==> config.mk <==
export PLATFORM = sky130hd
export DESIGN_NAME = lfsr_gen
export DESIGN_NICKNAME = d
export VERILOG_FILES = /design/src/rtl/lfsr_gen.sv
export SDC_FILE = /design/constraint.sdc
export NUM_CORES = 1
export LEC_CHECK = 0
export CORE_UTILIZATION = 51
export CTS_CLUSTER_SIZE = 14
export DETAILED_ROUTE_END_ITERATION = 12
export PLACE_DENSITY = 0.89
export SYNTH_ARGS = -nofsm -noshare
export SYNTH_HDL_FRONTEND = slang
export SYNTH_SLANG_ARGS = --single-unit
==> constraint.sdc <==
create_clock -name clk -period 2.5 [get_ports clk]
set_clock_uncertainty 0.2 [all_clocks]
set_input_delay 0.375 -clock clk [delete_from_list [all_inputs] [get_ports clk]]
set_output_delay 0.375 -clock clk [all_outputs]
set_load 0.005 [all_outputs]
==> src/rtl/lfsr_gen.sv <==
// Parametrised Fibonacci/Galois LFSR with seed load, lockup recovery,
// period-wrap flag and a valid/ready output stream.
module lfsr_gen #(
    parameter int               WIDTH        = 32,
    parameter logic [WIDTH-1:0] TAPS         = 32'h80200003,
    parameter int               MODE         = 0,
    parameter logic [WIDTH-1:0] DEFAULT_SEED = 32'h00000001
) (
    input  logic             clk,
    input  logic             rst,
    input  logic             en,
    input  logic             seed_load,
    input  logic [WIDTH-1:0] seed,
    input  logic             out_ready,
    output logic             out_valid,
    output logic [WIDTH-1:0] out_data,
    output logic             lockup,
    output logic             wrap,
    output logic [31:0]      step_cnt
);

    localparam logic [1:0] IDLE = 2'd0;
    localparam logic [1:0] RUN  = 2'd1;
    localparam logic [1:0] LOAD = 2'd2;

    logic [1:0]       fsm_q, fsm_d;
    logic [WIDTH-1:0] state_q, state_d;
    logic [WIDTH-1:0] start_q, start_d;
    logic             lockup_q, lockup_d;
    logic             wrap_q, wrap_d;
    logic [31:0]      cnt_q, cnt_d;
    logic [WIDTH-1:0] next_s;
    logic             fib_fb;
    logic             fire;

    always_comb begin
        fib_fb = ^(state_q & TAPS);
        if (MODE == 0) begin
            next_s = {state_q[WIDTH-2:0], fib_fb};
        end else begin
            next_s = {state_q[WIDTH-2:0], 1'b0} ^ ({WIDTH{state_q[WIDTH-1]}} & TAPS);
        end
    end

    assign fire = (fsm_q == RUN) & out_ready & ~seed_load;

    always_comb begin
        fsm_d    = fsm_q;
        state_d  = state_q;
        start_d  = start_q;
        lockup_d = lockup_q;
        wrap_d   = 1'b0;
        cnt_d    = cnt_q;
        if (seed_load) begin
            // A zero seed would lock the register; substitute the default.
            fsm_d    = LOAD;
            cnt_d    = 32'd0;
            state_d  = (seed == '0) ? DEFAULT_SEED : seed;
            start_d  = (seed == '0) ? DEFAULT_SEED : seed;
            lockup_d = (seed == '0);
        end else begin
            if (fire) begin
                state_d = next_s;
                cnt_d   = cnt_q + 32'd1;
                wrap_d  = (next_s == start_q);
            end
            case (fsm_q)
                IDLE:    fsm_d = en ? RUN : IDLE;
                RUN:     fsm_d = en ? RUN : IDLE;
                LOAD:    fsm_d = en ? RUN : IDLE;
                default: fsm_d = IDLE;
            endcase
        end
    end

    always_ff @(posedge clk) begin
        if (rst) begin
            fsm_q    <= IDLE;
            state_q  <= DEFAULT_SEED;
            start_q  <= DEFAULT_SEED;
            lockup_q <= 1'b0;
            wrap_q   <= 1'b0;
            cnt_q    <= 32'd0;
        end else begin
            fsm_q    <= fsm_d;
            state_q  <= state_d;
            start_q  <= start_d;
            lockup_q <= lockup_d;
            wrap_q   <= wrap_d;
            cnt_q    <= cnt_d;
        end
    end

    assign out_valid = (fsm_q == RUN);
    assign out_data  = state_q;
    assign lockup    = lockup_q;
    assign wrap      = wrap_q;
    assign step_cnt  = cnt_q;

endmodule
=== Yosys cells after proc, flatten, opt, wreduce, memory -nomap -nowiden ===
Index checks and enable logic that the tools add are counted.

* Bits of input ports: 37
* Bits in registers: 100

* Add/sub/neg operators: 1
* Reduce and logical (&&, ||, !) cells: 8
* Bitwise gates (word level): 5
* Mux-type cells: 6
* Eq/ne operators: 3

{| class="wikitable"
|+ Operators by type and width
! operator !! count
|-
| two-way mux 32 bit || 3
|-
| adder 32 x 1 -> 32 bit, second input constant || 1
|-
| equality test 32 bit || 1
|-
| zero test 32 bit || 1
|-
| parity 32 bit || 1
|-
| OR reduction 3 bit || 3
|-
| NOT 1 bit || 3
|-
| AND 1 bit || 2
|-
| equality test 2 x 1 -> 1 bit, second input constant || 1
|-
| equality test 2 bit, second input constant || 1
|-
| zero test 2 bit || 1
|-
| two-way mux 1 bit || 2
|-
| two-way mux 2 bit || 1
|-
| nonzero test 2 bit || 1
|-
| OR reduction 2 bit || 1
|}

=== Depth between registers and ports, before layout ===
Gate-level depths: netlist of run 1.

* Word-level depth: 5
* Gate-level depth with buffers: 6
* Mapped depth without buffers: 5

=== Worst setup path after synthesis of run 1 ===
No wires, ideal clock.

* Kind: input to register
* Start: in seed_load
* End: reg cnt_q[31] (netlist: step_cnt[31])
* Setup time: 0.070 ns
* Arrival: 1.848 ns
* Stages: 5
* Setup slack: 0.382 ns
* Data required time: 2.230 ns
* Buffers on the path: 1
* Path through: nand4bb_4 > or4_1 > clkbuf_2 > or4_1 > a21oi_1

* Word-level cells in the longest chain between the ends: 2
* Elaborated cells on any way between the ends: 3
* Those cells by class: 2 x bitwise; 1 x reduce/logical

{| class="wikitable"
|+ RTL lines
! item !! RTL line !! text
|-
| start: declaration || 12 || <nowiki>input logic seed_load,</nowiki>
|-
| NOT 1 bit || 45 || <nowiki>assign fire = (fsm_q == RUN) & out_ready & ~seed_load;</nowiki>
|-
| AND 1 bit || 45 ||
|-
| end signal: assignment || 90 || <nowiki>cnt_q <= cnt_d;</nowiki>
|-
| end: declaration || 31 || <nowiki>logic [31:0] cnt_q, cnt_d;</nowiki>
|}

Several ways; a longest one is shown, not always the timed one.
A chain may end at the register's enable or synchronous reset.

=== Final worst setup path of run 1 ===
* Start: in out_ready
* End: reg cnt_q[31] (netlist: step_cnt[31])

* Word-level cells in the longest chain between the ends: 2

{| class="wikitable"
|+ RTL lines
! item !! RTL line !! text
|-
| start: declaration || 14 || <nowiki>input logic out_ready,</nowiki>
|-
| AND 1 bit (2 in a row) || 45 ||
|}

No other way between the ends.

==> out/metrics.yaml, run 1 <==
power.density_mw_per_mm2: 532.5
path_cells: "clkdlybuf4s50_1, nand4bb_4, or4_1, or4_1, a21oi_1"
cp_data_required_time_ns: 2.59
synth-edff-count: 0
via_per_inst: 5.932
postSynthAreaPerCell_um2: 9.243
nFillCells: 696
synth-seq-cells: 100
grt_max_degree: 38
clock.fmax_ghz: 0.4275
synth_top_area_share_pct: 43.06
synthAdderAreaFrac_pct: 0.2691
relSlewSlack_pct: 58.56
fin_crit_ns: 2.339
rsz0062_at_grt: "false"
start_util_pct: 53.06
num_vias: 4283
numPortBuffers: 103
placementRows: 34
async_flop_share_pct: 0
track_usage_pct: 26.82
holdPathStages: 2
gp_congestion: 0.8398
cp-startpoint: "out_ready"
total_power_mw: 3.218
status: "finished clean"
finalSetupViolCount: 0
yosysMostFrequentCell: "dfxtp_1"
synth_nets: 541
clk_latency_ns: 0.37
max_stage_delay_ns: 0.66
clock_sinks: 100
cap_viol_max_count: 0
crit_type: "input port to register"
die_w_um: 97.48
clk_pin_slew_ns: 0.10
synthCells: 503
worstSetupEndpointType: "register"
diodes: 0
grt_pass1_wl_um: 20770
r2r_cells: 4
final_cell_area_mm2: 0.006043
io_pins: 104
ys_seq_area_share_pct: 43.06
drive_gt1_share_pct: 6.840
drt_iter0_markers: 269
crit_top_cell: "or4_1"
netlist_area_mm2: 0.004649
nNetsFinal: 647
hp-class: "input port to register"
core_area_mm2: 0.008763
synthSimpleGateAreaFrac_pct: 20.10
synth_largest_area_cell: "dfxtp_1"
post_cts_buffers: 0
clock_path_buffers: 2
synth_flop_cell: "dfxtp_1"
first_pass_iters: 5
yosys.cell_types.count: 39
p_leak_nw: 2.431
synth_top_family_by_area: "simple AND/OR/NAND/NOR gates"
area_delta_synth_final_pct: 29.98
critPathLaunchType: "input port"
path_depth: 5
fp.dieH_um: 97.48
die-area_mm2: 0.009502
cts-buffers-inserted: 9
cp_top_family: "simple AND/OR/NAND/NOR gates"
drv_slew: 0
finalWorstSetupSlack_ns: 0.1610
cts-root-buf: "clkbuf_8"
min_from: "rst"
grt_pass1_vias: 4165
synth_compound_area_share_pct: 11.95
drtAntennaViolNets: 0
cts_tree: "built"
vdd_drop_max_uv: 300.3
synth_mux_area_share_pct: 12.92
synthTopCellsByCount: "100 x dfxtp_1, 74 x nor2_1, 60 x mux2i_1"
critPathArrivalTime_ns: 2.43
post_synth_xor_area_fraction_pct: 8.584
worst_pin_slew_ns: 0.6216
crit_buf_inv: 1
r2r_start: "step_cnt[7]"
grt_overflow: 0
period_share_pct: 93.56
drc: 0
hold_viol_final: 0
placed_area_mm2: 0.005844
wirelength_um: 12420
synth_area_leaders: "dfxtp_1 43%, mux2i_1 13%, xor2_1 6.4%, nor2_1 6.0%, a211oi_1 4.5%"
antenna_found_initial: 0
pre_cts_ws_ns: -0.1877
htreeDepth: 3
crit_path_max_fanout: 7
critPathSlowestCell: "or4_1"
hpwlAfterDp_um: 8953
wire_per_inst_um: 17.20
yosysWarnings: 0
-- metrics by stage --
stage	hold WS [ns]	setup TNS [ns]	util [%]	instances
2_1_floorplan	0.2571	0	-	503
3_3_place_gp	0.2636	-0.1727	66.69	706
3_5_place_dp	0.2688	-0.4749	66.69	706
4_1_cts	0.1891	0	68.92	722
5_1_grt	0.2132	0	68.96	722
6_report	0.1979	0	68.96	722
-- cell families (layout without fill, tap and decap cells) --
kind of cell | count (synthesis) | count (layout)
multiplexers | 60 | 60
buffers and inverters | 35 | 146
AND/OR/NAND/NOR | 179 | 179
adder cells (fa/ha/maj) | 1 | 1
AO/OA/AOI/OAI | 84 | 84
flip-flops | 100 | 100
XOR/XNOR | 44 | 44
-- metal layers --
layer  GRT usage (%)  vias up  share of wire, %
met5               0        -                 0
met4           8.371        0               1.8
met3           5.683       19               6.8
met2           45.13      185                50
met1           34.32     2019                42
li1                -     2060                 -
-- report_power, final --
group / internal (mW) / switching, mW
Clock: 0.494 / 0.558
Combinational: 0.233 / 0.199
Sequential: 1.66 / 0.0735
Total: 2.39 / 0.830
-- final timing paths --
| kind | end | slack [ns] |
|---|---|---|
| max | step_cnt[31] | 0.16 |
| min | start_q[5] | 0.20 |
| max reg2reg | step_cnt[31] | 0.22 |
| min reg2reg | start_q[1] | 0.28 |
-- worst register-to-register path: cells and delay by family (launching register included) --
kind / cells / cell delay [ns]
AOI/OAI and AO/OA: 1 / 0.17
DFF: 1 / 0.43
and+or+nand+nor: 3 / 1.41
-- repair_timing --
action                                  in CTS  in global routing
hold buffers                                 0                  0
resized for setup                            0                  1
endpoints found under the setup margin       0                  3
-- cell usage in the layout, fill, tap and decap left out, types with 2 or more instances in the layout --
cell type,instances
nor3_1,3
or4_1,16
clkdlybuf4s50_1,101
o21ai_0,9
mux2i_1,60
and4_1,7
xor2_1,34
nand3_1,14
clkbuf_8,10
buf_4,22
inv_1,4
xnor2_1,9
buf_2,2
nor2_1,74
clkbuf_1,3
o21a_1,3
or2_2,2
dfxtp_1,100
a211oi_1,28
o31ai_1,15
a21oi_1,23
a21o_1,2
nand4_1,14
nor4_1,17
or3_1,5
nand2_1,19
-- flip-flops by register name (all words and copies together) (netlist names) --
signal / flops
out_data: 32
start_q: 32
fsm_q: 2
lockup: 1
wrap: 1
step_cnt: 32
-- cell type report --
type                       instances  area, um^2  area share (%)
timing repair buffer             125        1186           19.63
multi-input combinational        368        2506           41.47
sequential                       100        2002           33.13
inverter                           5       18.77          0.3106
clock buffer                      13       148.9           2.464
tap                              108       135.1           2.236
clock inverter                     3       46.29          0.7660
Power figures use the tool's default switching activity.
==> run 2: changes to the inputs <==
--- a/config.mk
+++ b/config.mk
@@ -8,6 +8,7 @@
 export CORE_UTILIZATION = 51
 export CTS_CLUSTER_SIZE = 14
 export DETAILED_ROUTE_END_ITERATION = 12
+export GPL_TIMING_DRIVEN = 0
 export PLACE_DENSITY = 0.89
 export SYNTH_ARGS = -nofsm -noshare
 export SYNTH_HDL_FRONTEND = slang
==> run 2 against run 1 <==
Compared with the run above:
- global-route usage grew 0.098 points
- non-clock buffer count grew 8
- largest power group unchanged
- cell count grew 0.83%
- first-iteration DRC count shrank 4.1%
- design area shrank 0.23%
- setup slack lost 0.089 ns
- clock power grew 8%
- highest routed layer unchanged
- wire length grew 3.2%
- register-to-register slack lost 0.04 ns
==> out/metrics.yaml, run 2 (same netlist as run 1, synthesis figures left out) <==
worstSetupEndpointType: "register"
layout.cells.most_common_list: "103 x clkdlybuf4s50_1, 100 x dfxtp_1, 74 x nor2_1"
path_cells: "clkdlybuf4s50_1, nand4bb_4, or4_1, clkbuf_2, or4_1, a21oi_1"
cap_viol_max_count: 0
mostFrequentLayoutCell: "clkdlybuf4s50_1"
grt_max_degree: 16
num_vias: 4400
via_per_inst: 6.044
die-area_mm2: 0.009502
worst_pin_slew_ns: 0.7293
r2r_cells: 6
finalWorstSetupSlack_ns: 0.07184
p_comb_share_pct: 13.5
wirelength_um: 12820
hpwlAfterDp_um: 9472
power_frac_clock_pct: 34.1
drv_slew: 0
core_area_mm2: 0.008763
period_share_pct: 97.13
crit_buf_inv: 2
htreeDepth: 3
cts_tree: "built"
nNetsFinal: 655
path_depth: 6
hold_viol_final: 0
start_util_pct: 53.06
cts-buffers-inserted: 9
drive_gt1_share_pct: 4.032
hold_buffers: 0
critPathLaunchType: "input port"
clock.fmax_ghz: 0.4118
track_usage_pct: 26.92
critPathArrivalTime_ns: 2.52
io_pins: 104
cts-resized-gates: 0
grt_pass1_wl_um: 20720
rsz0062_at_grt: "false"
cp_data_required_time_ns: 2.59
gp_congestion: 0.9005
cts-root-buf: "clkbuf_8"
sequentialPowerShare_pct: 52.4
crit_path_max_fanout: 7
drt_iter0_markers: 258
p_int_mw: 2.475
crit_top_cell: "or4_1"
clock_sinks: 100
grt_overflow: 0
antenna_found_initial: 0
die_w_um: 97.48
finalSetupViolCount: 0
drc: 0
final_cell_area_mm2: 0.006030
clock_path_buffers: 2
placementRows: 34
p_leak_nw: 2.383
power.density_mw_per_mm2: 548.5
status: "finished clean"
max_stage_delay_ns: 0.53
wire_per_inst_um: 17.61
critPathSlowestCell: "or4_1"
holdWs_ns: 0.2853
numPortBuffers: 103
fp.dieH_um: 97.48
switching_share_pct: 25.17
post_cts_buffers: 0
grt_pass1_vias: 4230
area_delta_synth_final_pct: 29.68
clk_latency_ns: 0.36
placed_area_mm2: 0.005816
pre_cts_ws_ns: -0.3327
first_pass_iters: 5
hp-class: "register to register"
crit_type: "input port to register"
relSlewSlack_pct: 51.38
drtAntennaViolNets: 0
cp_top_family: "simple AND/OR/NAND/NOR gates"
diodes: 0
holdPathStages: 2
vdd_drop_max_uv: 399.0
power.switching_mw: 0.8325
clk_pin_slew_ns: 0.08
fin_crit_ns: 2.428
[run 2: cell count changes in the layout (fill, tap and decap cells not counted)]
cell and delta:
buf_1 +3, clkbuf_2 +2, buf_2 +2, or4_4 -1, or4_1 +1, buf_6 +1, clkbuf_1 +17, inv_1 +1
clkinvlp_4 +1, clkdlybuf4s50_1 +2, clkinv_4 -1, clkinv_1 -1, bufinv_16 +1, buf_4 -22
[run 2: final timing paths]
kind / startpoint / to / slack, ns
min: step_cnt[31] / step_cnt[31] / 0.29
max: seed_load / step_cnt[31] / 0.07
min reg2reg: step_cnt[31] / step_cnt[31] / 0.29
max reg2reg: step_cnt[16] / step_cnt[30] / 0.18
[run 2: per-stage QoR]
step | TNS, ns | power [mW] | util (%) | std cells
3_3_place_gp | -1.617 | 2.187 | 66.36 | 714
3_5_place_dp | -4.456 | 2.206 | 66.36 | 714
6_report | 0 | 3.307 | 68.80 | 728
5_1_grt | 0 | 3.421 | 68.80 | 728
4_1_cts | 0 | 3.304 | 68.79 | 728
2_1_floorplan | 0 | 1.978 | - | 503
[run 2: layer usage]
| layer | wire length [um] | share of wire [%] | vias to the layer above | track usage [%] |
|---|---|---|---|---|
| li1 | - | - | 2078 | - |
| met1 | 5320 | 42 | 2086 | 33.41 |
| met2 | 6239 | 49 | 204 | 45.08 |
| met3 | 921 | 7.2 | 32 | 5.683 |
| met4 | 337 | 2.6 | 0 | 11.43 |
| met5 | 0 | 0 | - | 0 |
[run 2: final cells by class]
| cell class | count | area (um^2) |
|---|---|---|
| inverters | 5 | 18.77 |
| repair buffers | 103 | 1031 |
| fillers | 666 | 2734 |
| clock inverters | 4 | 75.07 |
| plain buffers | 30 | 127.6 |
| well taps | 108 | 135.1 |
| clock buffers | 10 | 137.6 |
| multi-input cells | 368 | 2502 |
| flip-flops and latches | 100 | 2002 |
[run 2: power groups by stage]
stage                     clock (mW)  combinational (mW)  sequential (mW)
after floorplan                    0               0.223             1.75
after global placement             0               0.424             1.76
after detailed placement           0               0.439             1.77
after CTS                       1.13               0.444             1.73
after global routing            1.20               0.478             1.74
final                           1.13               0.447             1.73
[run 2: worst reg2reg max path: stages (launching register included)]
cell and delay, ns:
dfxtp_1 0.48, nand4_1 0.17, or4_1 0.55, buf_2 0.18, buf_6 0.14, or4_1 0.40, a21oi_1 0.15
